$ cat src/rtl/warp_fetch_scheduler_if.sv
// Fetch-side bundle between the warp fetch scheduler and its environment
// (launch control, scoreboard stalls, decode feedback, instruction memory, decode output).
interface warp_fetch_scheduler_if #(
  parameter int unsigned NUM_WARPS     = 4,
  parameter int unsigned WARP_ID_WIDTH = 2,
  parameter int unsigned PC_WIDTH      = 8,
  parameter int unsigned INST_WIDTH    = 16
);
  logic                     launch_valid;
  logic [WARP_ID_WIDTH-1:0] launch_warp;
  logic [PC_WIDTH-1:0]      launch_pc;
  logic [NUM_WARPS-1:0]     stall_mask;
  logic                     redirect_valid;
  logic [WARP_ID_WIDTH-1:0] redirect_warp;
  logic [PC_WIDTH-1:0]      redirect_pc;
  logic                     halt_valid;
  logic [WARP_ID_WIDTH-1:0] halt_warp;
  logic [PC_WIDTH-1:0]      read_addr;
  logic [INST_WIDTH-1:0]    instruction;
  logic                     out_valid;
  logic                     out_ready;
  logic [INST_WIDTH-1:0]    out_inst;
  logic [WARP_ID_WIDTH-1:0] out_warp;
  logic [PC_WIDTH-1:0]      out_pc;
  logic [NUM_WARPS-1:0]     active_mask;

  // Scheduler side
  modport master (
    input  launch_valid, launch_warp, launch_pc, stall_mask,
    input  redirect_valid, redirect_warp, redirect_pc, halt_valid, halt_warp,
    output read_addr,
    input  instruction,
    output out_valid,
    input  out_ready,
    output out_inst, out_warp, out_pc, active_mask
  );

  // Environment side (launcher, scoreboard, instruction memory, decode)
  modport slave (
    output launch_valid, launch_warp, launch_pc, stall_mask,
    output redirect_valid, redirect_warp, redirect_pc, halt_valid, halt_warp,
    input  read_addr,
    output instruction,
    input  out_valid,
    output out_ready,
    input  out_inst, out_warp, out_pc, active_mask
  );
endinterface

$ cat src/rtl/warp_fetch_scheduler.sv
// Per-warp PC owner and round-robin fetch arbiter; captures one instruction per
// cycle from a combinational instruction memory into a valid/ready output register.
module warp_fetch_scheduler #(
  parameter int unsigned NUM_WARPS     = 4,
  parameter int unsigned WARP_ID_WIDTH = 2,
  parameter int unsigned PC_WIDTH      = 8,
  parameter int unsigned INST_WIDTH    = 16
) (
  input  logic                   clk,
  input  logic                   rst_n,
  warp_fetch_scheduler_if.master bus
);
  localparam logic [WARP_ID_WIDTH-1:0] LAST_WARP = WARP_ID_WIDTH'(NUM_WARPS - 1);
  localparam logic [PC_WIDTH-1:0]      PC_STEP   = PC_WIDTH'(2);
  localparam logic [PC_WIDTH-1:0]      PC_ALIGN  = ~PC_WIDTH'(1);

  logic [NUM_WARPS-1:0]     active_q, active_d;
  logic [PC_WIDTH-1:0]      pc_q [NUM_WARPS];
  logic [PC_WIDTH-1:0]      pc_d [NUM_WARPS];
  logic [WARP_ID_WIDTH-1:0] rr_last_q, rr_last_d;
  logic                     out_valid_q, out_valid_d;
  logic [INST_WIDTH-1:0]    out_inst_q, out_inst_d;
  logic [WARP_ID_WIDTH-1:0] out_warp_q, out_warp_d;
  logic [PC_WIDTH-1:0]      out_pc_q, out_pc_d;

  logic [NUM_WARPS-1:0]     eligible;
  logic [WARP_ID_WIDTH-1:0] grant;
  logic [WARP_ID_WIDTH-1:0] probe;
  logic                     any_eligible;
  logic                     load;
  logic                     halt_ok;
  logic                     redirect_ok;
  logic                     launch_ok;
  logic                     held;
  logic                     flush;

  // A warp touched by a redirect or halt this cycle must not fetch from its stale PC
  always_comb begin
    eligible = '0;
    for (int w = 0; w < NUM_WARPS; w++) begin
      eligible[w] = active_q[w] & ~bus.stall_mask[w]
                  & ~(bus.redirect_valid & (bus.redirect_warp == WARP_ID_WIDTH'(w)))
                  & ~(bus.halt_valid & (bus.halt_warp == WARP_ID_WIDTH'(w)));
    end
  end

  // Round-robin search starting just after the last granted warp
  always_comb begin
    grant        = rr_last_q;
    probe        = rr_last_q;
    any_eligible = 1'b0;
    for (int i = 1; i <= NUM_WARPS; i++) begin
      probe = rr_last_q + WARP_ID_WIDTH'(i);
      if (!any_eligible && eligible[probe]) begin
        grant        = probe;
        any_eligible = 1'b1;
      end
    end
  end

  assign load          = (~out_valid_q | bus.out_ready) & any_eligible;
  assign bus.read_addr = load ? pc_q[grant] : pc_q[rr_last_q];

  // Halt dominates redirect on the same warp; launch only lands on an idle warp
  assign halt_ok     = bus.halt_valid & active_q[bus.halt_warp];
  assign redirect_ok = bus.redirect_valid & active_q[bus.redirect_warp]
                     & ~(bus.halt_valid & (bus.halt_warp == bus.redirect_warp));
  assign launch_ok   = bus.launch_valid & ~active_q[bus.launch_warp];
  assign held        = out_valid_q & ~bus.out_ready;
  assign flush       = held & ((redirect_ok & (out_warp_q == bus.redirect_warp))
                             | (halt_ok & (out_warp_q == bus.halt_warp)));

  always_comb begin
    active_d    = active_q;
    pc_d        = pc_q;
    rr_last_d   = rr_last_q;
    out_valid_d = out_valid_q;
    out_inst_d  = out_inst_q;
    out_warp_d  = out_warp_q;
    out_pc_d    = out_pc_q;

    if (load) begin
      out_valid_d = 1'b1;
      out_inst_d  = bus.instruction;
      out_warp_d  = grant;
      out_pc_d    = pc_q[grant];
      pc_d[grant] = pc_q[grant] + PC_STEP;
      rr_last_d   = grant;
    end else if (out_valid_q && bus.out_ready) begin
      out_valid_d = 1'b0;
    end

    if (redirect_ok) begin
      pc_d[bus.redirect_warp] = bus.redirect_pc & PC_ALIGN;
    end
    if (halt_ok) begin
      active_d[bus.halt_warp] = 1'b0;
    end
    if (launch_ok) begin
      active_d[bus.launch_warp] = 1'b1;
      pc_d[bus.launch_warp]     = bus.launch_pc & PC_ALIGN;
    end
    if (flush) begin
      out_valid_d = 1'b0;
    end
  end

  always_ff @(posedge clk or negedge rst_n) begin
    if (!rst_n) begin
      active_q    <= '0;
      rr_last_q   <= LAST_WARP;
      out_valid_q <= 1'b0;
      out_inst_q  <= '0;
      out_warp_q  <= '0;
      out_pc_q    <= '0;
      for (int w = 0; w < NUM_WARPS; w++) begin
        pc_q[w] <= '0;
      end
    end else begin
      active_q    <= active_d;
      rr_last_q   <= rr_last_d;
      out_valid_q <= out_valid_d;
      out_inst_q  <= out_inst_d;
      out_warp_q  <= out_warp_d;
      out_pc_q    <= out_pc_d;
      for (int w = 0; w < NUM_WARPS; w++) begin
        pc_q[w] <= pc_d[w];
      end
    end
  end

  assign bus.out_valid   = out_valid_q;
  assign bus.out_inst    = out_inst_q;
  assign bus.out_warp    = out_warp_q;
  assign bus.out_pc      = out_pc_q;
  assign bus.active_mask = active_q;

endmodule

$ cat src/flat_wrapper.sv
// flat-port wrapper written by rule: the top's interface ports become plain ports
module warp_fetch_scheduler_flat 
#(
  parameter int unsigned NUM_WARPS     = 4,
  parameter int unsigned WARP_ID_WIDTH = 2,
  parameter int unsigned PC_WIDTH      = 8,
  parameter int unsigned INST_WIDTH    = 16
)
  (clk, rst_n, bus_launch_valid, bus_launch_warp, bus_launch_pc, bus_stall_mask, bus_redirect_valid, bus_redirect_warp, bus_redirect_pc, bus_halt_valid, bus_halt_warp, bus_read_addr, bus_instruction, bus_out_valid, bus_out_ready, bus_out_inst, bus_out_warp, bus_out_pc, bus_active_mask);
  warp_fetch_scheduler_if #(.NUM_WARPS(NUM_WARPS), .WARP_ID_WIDTH(WARP_ID_WIDTH), .PC_WIDTH(PC_WIDTH), .INST_WIDTH(INST_WIDTH)) bus_i ();
  input  logic clk;
  input  logic rst_n;
  input wire logic [$bits(bus_i.launch_valid)-1:0] bus_launch_valid;
  input wire logic [$bits(bus_i.launch_warp)-1:0] bus_launch_warp;
  input wire logic [$bits(bus_i.launch_pc)-1:0] bus_launch_pc;
  input wire logic [$bits(bus_i.stall_mask)-1:0] bus_stall_mask;
  input wire logic [$bits(bus_i.redirect_valid)-1:0] bus_redirect_valid;
  input wire logic [$bits(bus_i.redirect_warp)-1:0] bus_redirect_warp;
  input wire logic [$bits(bus_i.redirect_pc)-1:0] bus_redirect_pc;
  input wire logic [$bits(bus_i.halt_valid)-1:0] bus_halt_valid;
  input wire logic [$bits(bus_i.halt_warp)-1:0] bus_halt_warp;
  output wire logic [$bits(bus_i.read_addr)-1:0] bus_read_addr;
  input wire logic [$bits(bus_i.instruction)-1:0] bus_instruction;
  output wire logic [$bits(bus_i.out_valid)-1:0] bus_out_valid;
  input wire logic [$bits(bus_i.out_ready)-1:0] bus_out_ready;
  output wire logic [$bits(bus_i.out_inst)-1:0] bus_out_inst;
  output wire logic [$bits(bus_i.out_warp)-1:0] bus_out_warp;
  output wire logic [$bits(bus_i.out_pc)-1:0] bus_out_pc;
  output wire logic [$bits(bus_i.active_mask)-1:0] bus_active_mask;
  assign bus_i.launch_valid = bus_launch_valid;
  assign bus_i.launch_warp = bus_launch_warp;
  assign bus_i.launch_pc = bus_launch_pc;
  assign bus_i.stall_mask = bus_stall_mask;
  assign bus_i.redirect_valid = bus_redirect_valid;
  assign bus_i.redirect_warp = bus_redirect_warp;
  assign bus_i.redirect_pc = bus_redirect_pc;
  assign bus_i.halt_valid = bus_halt_valid;
  assign bus_i.halt_warp = bus_halt_warp;
  assign bus_read_addr = bus_i.read_addr;
  assign bus_i.instruction = bus_instruction;
  assign bus_out_valid = bus_i.out_valid;
  assign bus_i.out_ready = bus_out_ready;
  assign bus_out_inst = bus_i.out_inst;
  assign bus_out_warp = bus_i.out_warp;
  assign bus_out_pc = bus_i.out_pc;
  assign bus_active_mask = bus_i.active_mask;
  warp_fetch_scheduler #(.NUM_WARPS(NUM_WARPS), .WARP_ID_WIDTH(WARP_ID_WIDTH), .PC_WIDTH(PC_WIDTH), .INST_WIDTH(INST_WIDTH)) u_core (.clk(clk), .rst_n(rst_n), .bus(bus_i));
endmodule
$ cat config.mk
export PLATFORM = sky130hd
export DESIGN_NAME = warp_fetch_scheduler_flat
export DESIGN_NICKNAME = d
export VERILOG_FILES = /design/src/rtl/warp_fetch_scheduler_if.sv /design/src/rtl/warp_fetch_scheduler.sv /design/src/flat_wrapper.sv
export SDC_FILE = /design/constraint.sdc
export NUM_CORES = 1
export LEC_CHECK = 0
export CELL_PAD_IN_SITES_DETAIL_PLACEMENT = 1
export CELL_PAD_IN_SITES_GLOBAL_PLACEMENT = 2
export CORE_MARGIN = 2
export CORE_UTILIZATION = 33
export CTS_CLUSTER_SIZE = 10
export DETAILED_ROUTE_END_ITERATION = 12
export PLACE_DENSITY_LB_ADDON = 0.1
export SLEW_MARGIN = 20
export SYNTH_ARGS = -nofsm -noshare
export SYNTH_HDL_FRONTEND = slang
export SYNTH_SLANG_ARGS = --single-unit
$ cat constraint.sdc
create_clock -name clk -period 6.48 [get_ports clk]
set_input_delay 0.648 -clock clk [delete_from_list [all_inputs] [get_ports clk]]
set_output_delay 0.648 -clock clk [all_outputs]
set_load 0.02 [all_outputs]
==> out/results.ini, run 1 <==
[placed_design]
place_inst = 722
io_buffers = 84
dp_hpwl_mm = 11.2
gp_congestion = 0.873

[cts]
insertion_delay_ns = 0.34
cts_hold_buffers = 0
clk_pin_slew_ns = 0.06
numCtsBuffers = 9
cts_sinks = 65
post_cts_resize_count = 0
htree_num_levels = 3
clock_path_buffers = 2
cts_root_buf = clkbuf_16
cts_setup_buffers = 0
cts_tree = done

[timing]
worst-slew-pin-transition_ns = 1.11
finalMaxSlewViolations = 0
fin_crit_ns = 5.13
post-route-period-util_pct = 79.1
hold_violations = 0
setup_tns_ns = 0
max_freq_ghz = 0.195
hold_slack_ns = 0.472
fin_skew_ns = 0.00673
final-setup-viol-count = 0
slew_headroom_pct = 26.1
rsz0062_at_grt = false

[power]
p_per_area_nw_per_um2 = 546
ir_drop_mv = 0.210
p_leak_nw = 2.22
total_power_mw = 3.00

[synth]
synthCells = 488
yosysWarnings = 0
syn-num-nets = 537
synth_edf_count = 0
syn_avg_cell_area_um2 = 8.58
yosys_most_used_dff = dfrtp_1
syn-cell-area_um2 = 4190
yosysUniqueCellTypes = 69
ys_ff_latch = 65
synthArstFlopShare_pct = 100
seq_area_frac_synth_pct = 38.9

[die]
die_h_um = 117
ios = 87
die_width_um = 117
design.die.area_um2 = 13600
rows = 41
core_um2 = 12500
start_util_pct = 33.4

[layout]
nets = 610
antenna_cells = 0
areaGrowthSynthToFinish_pct = 31.0
final_cells = 738
drive_gt1_share_pct = 10.1

[drt]
viasPerCell = 5.83
route.detailed.drc = 0
drt-total-wl_mm = 16.1
ant_nets = 0
first_pass_iters = 5
drt_iter0_drc = 377
vias = 4302
routedWlPerCell_um = 21.8

[run]
cap_violations = 0

[critical_path]
arrival_ns = 4.48
crit_path_max_fanout = 12
cp-end-kind = output pin
required_ns = 5.83
worstSetupPathType = input port to output pin
start_kind = input port

[global_routing]
grt_pass1_vias = 4182
antenna_found_initial = 0
grt-ovfl-total = 0
grt_max_degree = 66
grt_pass1_wl_mm = 24.6
track_usage_pct = 24.2

[worst_hold_path]
min_path_type = flip-flop to flip-flop

[outcome]
status = completed

## per-layer routing
metal	up-vias	wire, um	global-route usage [%]
met3	20	1270	3.43
li1	1935	-	-
met2	212	7420	38.2
met1	2135	7070	34.3
met4	0	303	8.16
met5	-	0	0
## final cells by class
cell class | instances | area (um2)
multi-input combinational | 388 | 2420
inverter | 9 | 33.8
clock buffer | 10 | 229
timing repair buffer | 88 | 866
sequential | 65 | 1630
tap | 172 | 215
clock inverter | 6 | 92.6
fill | 1505 | 7030
## power breakdown
part | internal (mW) | switching [mW]
sequential | 0.598 | 0.194
combinational | 0.696 | 0.967
clock | 0.338 | 0.202
## synth_stat cells, types with 6 or more instances
| cell | number | area [um2] |
|---|---|---|
| nand2_1 | 113 | 424 |
| dfrtp_1 | 63 | 1580 |
| nor2_1 | 37 | 139 |
| o21ai_0 | 35 | 175 |
| a21oi_1 | 29 | 145 |
| nand3_1 | 18 | 90.1 |
| clkbuf_1 | 16 | 60.1 |
| mux2i_1 | 11 | 110 |
| mux4_2 | 10 | 225 |
| a211oi_1 | 9 | 67.6 |
| inv_1 | 9 | 33.8 |
| nand4_1 | 8 | 50.1 |
| a22oi_1 | 7 | 52.6 |
| nor3_1 | 7 | 35.0 |
| a31oi_1 | 6 | 37.5 |
| xnor2_1 | 6 | 52.6 |
## flip-flops by register name (all words and copies together), names as in the netlist
signal	cells
u_core.bus.out_warp	2
u_core.bus.out_inst	16
u_core.rr_last_q	2
u_core.bus.out_pc	8
u_core.bus.active_mask	4
u_core.bus.out_valid	1
u_core.pc_q	32
## worst max-delay path: stages
cell	delay (ns)
clkdlybuf4s50_1	0.68
a31oi_2	0.38
nand4_1	0.17
a21oi_1	0.92
o311ai_1	0.27
o22ai_1	0.64
o21ai_0	0.16
clkdlybuf4s50_1	0.60
## path summary, 6_finish.rpt
kind | slack [ns] | cells past startpoint | endpoint | start
min in group asynchronous | 0.52 | 2 | u_core.bus.active_mask[2]$_DFF_PN0_ | rst_n
max | 1.35 | 8 | bus_read_addr[3] | bus_redirect_warp[0]
max in group asynchronous | 5.37 | 2 | u_core.pc_q[28]$_DFF_PN0_ | rst_n
max reg2reg | 2.25 | 11 | u_core.pc_q[5]$_DFF_PN0_ | u_core.rr_last_q[1]$_DFFE_PN1P_
min reg2reg | 0.47 | 2 | u_core.bus.out_pc[5]$_DFFE_PN0P_ | u_core.bus.out_pc[5]$_DFFE_PN0P_
min | 0.47 | 2 | u_core.bus.out_pc[5]$_DFFE_PN0P_ | u_core.bus.out_pc[5]$_DFFE_PN0P_
## cell usage in the layout (no fill, tap or decap), types with 4 or more instances in the layout
| cell | instances |
|---|---|
| nand2_1 | 113 |
| inv_1 | 9 |
| nor2_1 | 37 |
| a21oi_1 | 29 |
| or3_1 | 4 |
| mux4_2 | 10 |
| a211oi_1 | 9 |
| a22oi_1 | 7 |
| nand4_1 | 8 |
| nor3_2 | 7 |
| dfrtp_1 | 63 |
| and3_1 | 5 |
| nand3_1 | 18 |
| buf_4 | 4 |
| clkdlybuf4s50_1 | 83 |
| nor2b_1 | 4 |
| o21ai_0 | 35 |
| mux2i_1 | 11 |
| nand3b_1 | 4 |
| nor3_1 | 4 |
| clkbuf_16 | 9 |
| a221oi_1 | 4 |
| xnor2_1 | 6 |
| a31oi_1 | 5 |
| o21a_1 | 4 |
## cell families after synthesis
kind of cell | share of synthesized area [%]
adder cells (fa/ha/maj) | 0.299
AO/OA/AOI/OAI | 20.8
multiplexers | 8.61
AND/OR/NAND/NOR | 25.6
XOR/XNOR | 1.88
buffers and inverters | 3.91
flip-flops | 38.9
## metrics by stage
step / area (um2) / util [%] / setup slack [ns]
floorplan: 4190 / - / 3.05
global placement: 5160 / 41.3 / 1.57
detailed placement: 5160 / 41.3 / 1.50
CTS: 5490 / 43.8 / 1.45
global route: 5490 / 43.8 / 1.20
finish: 5490 / 43.8 / 1.35
(Power assumes the default switching activity.)
==> run 2: changes to the inputs <==
--- a/config.mk
+++ b/config.mk
@@ -8,7 +8,7 @@
 export CELL_PAD_IN_SITES_DETAIL_PLACEMENT = 1
 export CELL_PAD_IN_SITES_GLOBAL_PLACEMENT = 2
 export CORE_MARGIN = 2
-export CORE_UTILIZATION = 33
+export CORE_UTILIZATION = 31
 export CTS_CLUSTER_SIZE = 10
 export DETAILED_ROUTE_END_ITERATION = 12
 export PLACE_DENSITY_LB_ADDON = 0.1
==> constraint.sdc (replaced) <==
create_clock -name clk -period 4.8 [get_ports clk]
set_input_delay 0.48 -clock clk [delete_from_list [all_inputs] [get_ports clk]]
set_output_delay 0.48 -clock clk [all_outputs]
set_load 0.02 [all_outputs]
==> out/results.ini, run 2 (synthesis results as in run 1) <==
[outcome]
status = completed

[placed_design]
io_buffers = 84
dp_hpwl_mm = 11.7
post-place-ws_ns = 0.344
place_area_um2 = 5260
gp_congestion = 0.889

[layout]
largest_register_ffs = 32
largest_register = u_core.pc_q
drive_gt1_share_pct = 12.6
seq_area_um2 = 1630
nets = 623
final_cell_mix = nand2_1 (113), clkdlybuf4s50_1 (83), dfrtp_1 (63), nor2_1 (37), o21ai_0 (35)
fin_util_pct = 42.5
fill_cells = 1558
antenna_cells = 0
multi_input_area_um2 = 2430
layout_commonest_cell = nand2_1
fin_area_um2 = 5610
areaGrowthSynthToFinish_pct = 34.0

[cts]
clock_path_buffers = 2
cts_root_buf = clkbuf_16
cts_tree = done
htree_num_levels = 3
cts_setup_buffers = 0
cts_sinks = 65
numCtsBuffers = 9
clk_pin_slew_ns = 0.06
cts_hold_buffers = 0
insertion_delay_ns = 0.35

[timing]
fin_crit_ns = 4.44
slew_headroom_pct = 36.3
fin_skew_ns = 0.0103
hold_violations = 0
max_freq_ghz = 0.225
setup_slack_ns = 0.356
rsz0062_at_grt = false
final-setup-viol-count = 0
finalMaxSlewViolations = 0
post-route-period-util_pct = 92.6
worst-slew-pin-transition_ns = 0.952
setup_tns_ns = 0

[die]
die_h_um = 120
start_util_pct = 31.7
design.die.area_um2 = 14500
rows = 42
die_width_um = 120
ios = 87
core_um2 = 13200

[power]
internal-power_mw = 2.29
p_sw_share_pct = 44.4
p_per_area_nw_per_um2 = 733
ir_drop_mv = 0.307
seqPwrFrac_pct = 26.0
p_leak_nw = 2.30
total_power_mw = 4.11
p_clk_share_pct = 18.1
comb_power_share_pct = 55.8
p_sw_mw = 1.83

[drt]
drt_iter0_drc = 303
viasPerCell = 5.59
route.detailed.drc = 0
first_pass_iters = 4
ant_nets = 0
routedWlPerCell_um = 21.4
drt-total-wl_mm = 16.1
vias = 4224

[critical_path]
start_kind = input port
worstSetupPathType = input port to output pin
arrival_ns = 3.96
cp-end-kind = output pin
required_ns = 4.32
crit_path_max_fanout = 8

[global_routing]
track_usage_pct = 23.3
grt-ovfl-total = 0
antenna_found_initial = 0
grt_max_degree = 45
grt_pass1_wl_mm = 25.3
grt_pass1_vias = 4320

[worst_hold_path]
min_path_type = input port to async pin

[run]
cap_violations = 0

run 2: changes by cell type in the layout (fill, tap and decap cells not counted), sizes merged:
cell and change:
buf +13, clkbuf +2, clkinv -2
run 2: area by class of cell:
type / instances / area share [%]
multi-input combinational: 388 / 43.3
clock buffer: 12 / 4.57
sequential: 65 / 29.0
tap: 176 / 3.93
inverter: 9 / 0.602
clock inverter: 4 / 1.34
timing repair buffer: 101 / 17.2
run 2: repair_timing:
action / 4_1_cts / 5_1_grt
resized for setup: 0 / 3
hold endpoints to repair: 0 / 0
endpoints found under the setup margin: 0 / 1
run 2: path summary, 6_finish.rpt:
kind,startpoint,end,slack (ns),cells past startpoint
hold / removal,rst_n,u_core.bus.active_mask[2]$_DFF_PN0_,0.13,1
setup reg to reg,u_core.rr_last_q[1]$_DFFE_PN1P_,u_core.pc_q[5]$_DFF_PN0_,0.93,12
max in group asynchronous,rst_n,u_core.bus.out_inst[2]$_DFFE_PN0P_,3.67,2
setup / recovery,bus_halt_warp[1],bus_read_addr[1],0.36,10
hold reg to reg,u_core.bus.out_inst[14]$_DFFE_PN0P_,u_core.bus.out_inst[14]$_DFFE_PN0P_,0.47,2
min in group clk,u_core.bus.out_inst[14]$_DFFE_PN0P_,u_core.bus.out_inst[14]$_DFFE_PN0P_,0.47,2
run 2: metal layers:
layer | vias to the layer above | global-route usage, % | wire [um]
li1 | 1955 | - | -
met1 | 2110 | 32.4 | 7400
met2 | 136 | 36.4 | 7430
met3 | 23 | 4.29 | 990
met4 | 0 | 8.21 | 327
met5 | - | 0 | 0
run 2: power by group through the flow:
stage / Sequential, mW / Clock, mW / Combinational [mW]
5_1_grt: 1.11 / 0.782 / 2.51
2_1_floorplan: 1.10 / 0 / 1.32
3_3_place_gp: 1.06 / 0 / 2.24
3_5_place_dp: 1.08 / 0 / 2.28
4_1_cts: 1.07 / 0.756 / 2.29
6_report: 1.07 / 0.745 / 2.30
run 2: critical path, cell delays in order:
cell and delay [ns]:
clkdlybuf4s50_1 0.71, nand2_1 0.11, o2111ai_1 0.58, and3b_1 0.56, o21ai_0 0.19, nand3_1 0.13, and2_1 0.35, nand2_1 0.12
nand2_1 0.11, clkdlybuf4s50_1 0.62
run 2: stage by stage:
step | hold slack [ns] | std cells
finish | 0.133 | 755
detailed placement | 0.463 | 739
floorplan | 0.184 | 488
global placement | 0.456 | 739
CTS | 0.160 | 755
global route | 0.171 | 755
==> run 3: changes to the inputs <==
--- a/config.mk
+++ b/config.mk
@@ -7,7 +7,6 @@
 export LEC_CHECK = 0
 export CELL_PAD_IN_SITES_DETAIL_PLACEMENT = 1
 export CELL_PAD_IN_SITES_GLOBAL_PLACEMENT = 2
-export CORE_MARGIN = 2
 export CORE_UTILIZATION = 31
 export CTS_CLUSTER_SIZE = 10
 export DETAILED_ROUTE_END_ITERATION = 12
==> out/results.ini, run 3 (synthesis results as in run 1) <==
[layout]
areaGrowthSynthToFinish_pct = 33.1
nets = 624
antenna_cells = 0
final_cell_mix = nand2_1 (113), clkdlybuf4s50_1 (83), dfrtp_1 (63), nor2_1 (37), o21ai_0 (35)
fin_area_um2 = 5570
fill_cells = 1544
layout_commonest_cell = nand2_1
multi_input_area_um2 = 2420
seq_area_um2 = 1630
drive_gt1_share_pct = 12.2
largest_register = u_core.pc_q
largest_register_ffs = 32

[placed_design]
gp_congestion = 0.873
place_area_um2 = 5270
io_buffers = 84
dp_hpwl_mm = 11.5

[critical_path]
ff2ff_setup_slack_ns = 0.98
required_ns = 4.32
crit_path_max_fanout = 11
arrival_ns = 3.91
rr_startpoint = u_core.rr_last_q[1]$_DFFE_PN1P_
worstSetupPathType = input port to output pin
cp-end-kind = output pin
reg2reg_depth = 12
start_kind = input port
r2r_end = u_core.pc_q[5]$_DFF_PN0_

[cts]
clock_path_buffers = 2
clk_pin_slew_ns = 0.06
htree_num_levels = 3
cts_setup_buffers = 0
cts_hold_buffers = 0
insertion_delay_ns = 0.34
numCtsBuffers = 9
cts_tree = done
post_cts_resize_count = 0
cts_root_buf = clkbuf_16
cts_sinks = 65

[drt]
dr_wl_met2_mm = 7.04
top_layer = met4
first_pass_iters = 4
wl_met3_um = 716
viasPerCell = 5.48
routedWlPerCell_um = 20.7
drt-total-wl_mm = 15.7
route.detailed.drc = 0
drt_iter0_drc = 233
met1_length_mm = 7.56
vias = 4142
ant_nets = 0

[power]
p_per_area_nw_per_um2 = 721
ir_drop_mv = 0.267
p_sw_share_pct = 45.2
total_power_mw = 4.02
p_clk_share_pct = 16.8
internal-power_mw = 2.20
p_sw_mw = 1.81
comb_power_share_pct = 56.6
seqPwrFrac_pct = 26.6
p_leak_nw = 2.29

[global_routing]
grt_pass1_wl_mm = 25.0
track_usage_pct = 23.8
antenna_found_initial = 0
grt-ovfl-total = 0
grt_pass1_vias = 4286
grt_max_degree = 42

[worst_hold_path]
min_path_type = input port to async pin

[run]
cap_violations = 0

[timing]
post-route-period-util_pct = 91.6
final-setup-viol-count = 0
finalMaxSlewViolations = 0
hold_slack_ns = 0.140
max_freq_ghz = 0.228
setup_tns_ns = 0
hold_violations = 0
slew_headroom_pct = 35.9
fin_crit_ns = 4.39
worst-slew-pin-transition_ns = 0.957
rsz0062_at_grt = false
fin_skew_ns = 0.00505

[die]
start_util_pct = 31.7
die_width_um = 118
core_um2 = 13200
ios = 87
die_h_um = 118
rows = 42
design.die.area_um2 = 14000

[outcome]
status = completed

==> run 3: cell types whose count changed in the layout (fill, tap and decap cells not counted), sizes merged <==
cell and delta:
buf +1, bufinv -1, clkbuf -2, clkinv +2, inv +1
==> run 3: how the worst max path moves through the flow <==
stage | from | slack [ns] | end | cells past startpoint
after floorplan | bus_halt_warp[0] | 1.65 | u_core.pc_q[31]$_DFF_PN0_ | 15
after detailed placement | bus_redirect_warp[1] | 0.45 | bus_read_addr[5] | 10
after global routing | bus_redirect_warp[1] | 0.16 | bus_read_addr[5] | 10
after global placement | bus_redirect_warp[1] | 0.47 | u_core.pc_q[5]$_DFF_PN0_ | 13
final | bus_redirect_warp[1] | 0.41 | bus_read_addr[5] | 10
after CTS | bus_redirect_warp[1] | 0.46 | bus_read_addr[5] | 10
==> run 3: area by class of cell <==
cell class / count / share of cell area, %
Multi-Input combinational cell: 388 / 43.4
Inverter: 9 / 0.606
Timing Repair Buffer: 102 / 17.5
Tap cell: 176 / 3.95
Clock buffer: 10 / 4.11
Sequential cell: 65 / 29.2
Clock inverter: 6 / 1.21
==> run 3: critical path, cell delays in order <==
cell and delay [ns]:
clkdlybuf4s50_1 0.80, nor3b_1 0.14, o41a_1 0.36, o21ai_1 0.34, nand3_1 0.37, a221oi_1 0.54, nor2_1 0.15, nand2_1 0.11
nand2_1 0.06, clkdlybuf4s50_1 0.55
==> run 3: per-stage QoR <==
step / setup slack, ns / util [%] / std cells
after floorplan: 1.65 / - / 488
after global placement: 0.473 / 39.9 / 740
after detailed placement: 0.453 / 39.9 / 740
after CTS: 0.456 / 42.2 / 756
after global routing: 0.155 / 42.3 / 756
final: 0.405 / 42.3 / 756
==> run 3: power groups by stage <==
stage / Combinational, mW / Sequential (mW) / Clock [mW]
after floorplan: 1.32 / 1.10 / 0
final: 2.27 / 1.07 / 0.676
after CTS: 2.27 / 1.07 / 0.688
after global routing: 2.48 / 1.11 / 0.710
after global placement: 2.23 / 1.06 / 0
after detailed placement: 2.27 / 1.07 / 0
==> run 3: layer usage <==
layer	vias up	global-route usage, %
met3	21	4.68
met4	0	8.41
met2	104	37.1
met1	2058	32.9
met5	-	0
li1	1959	-
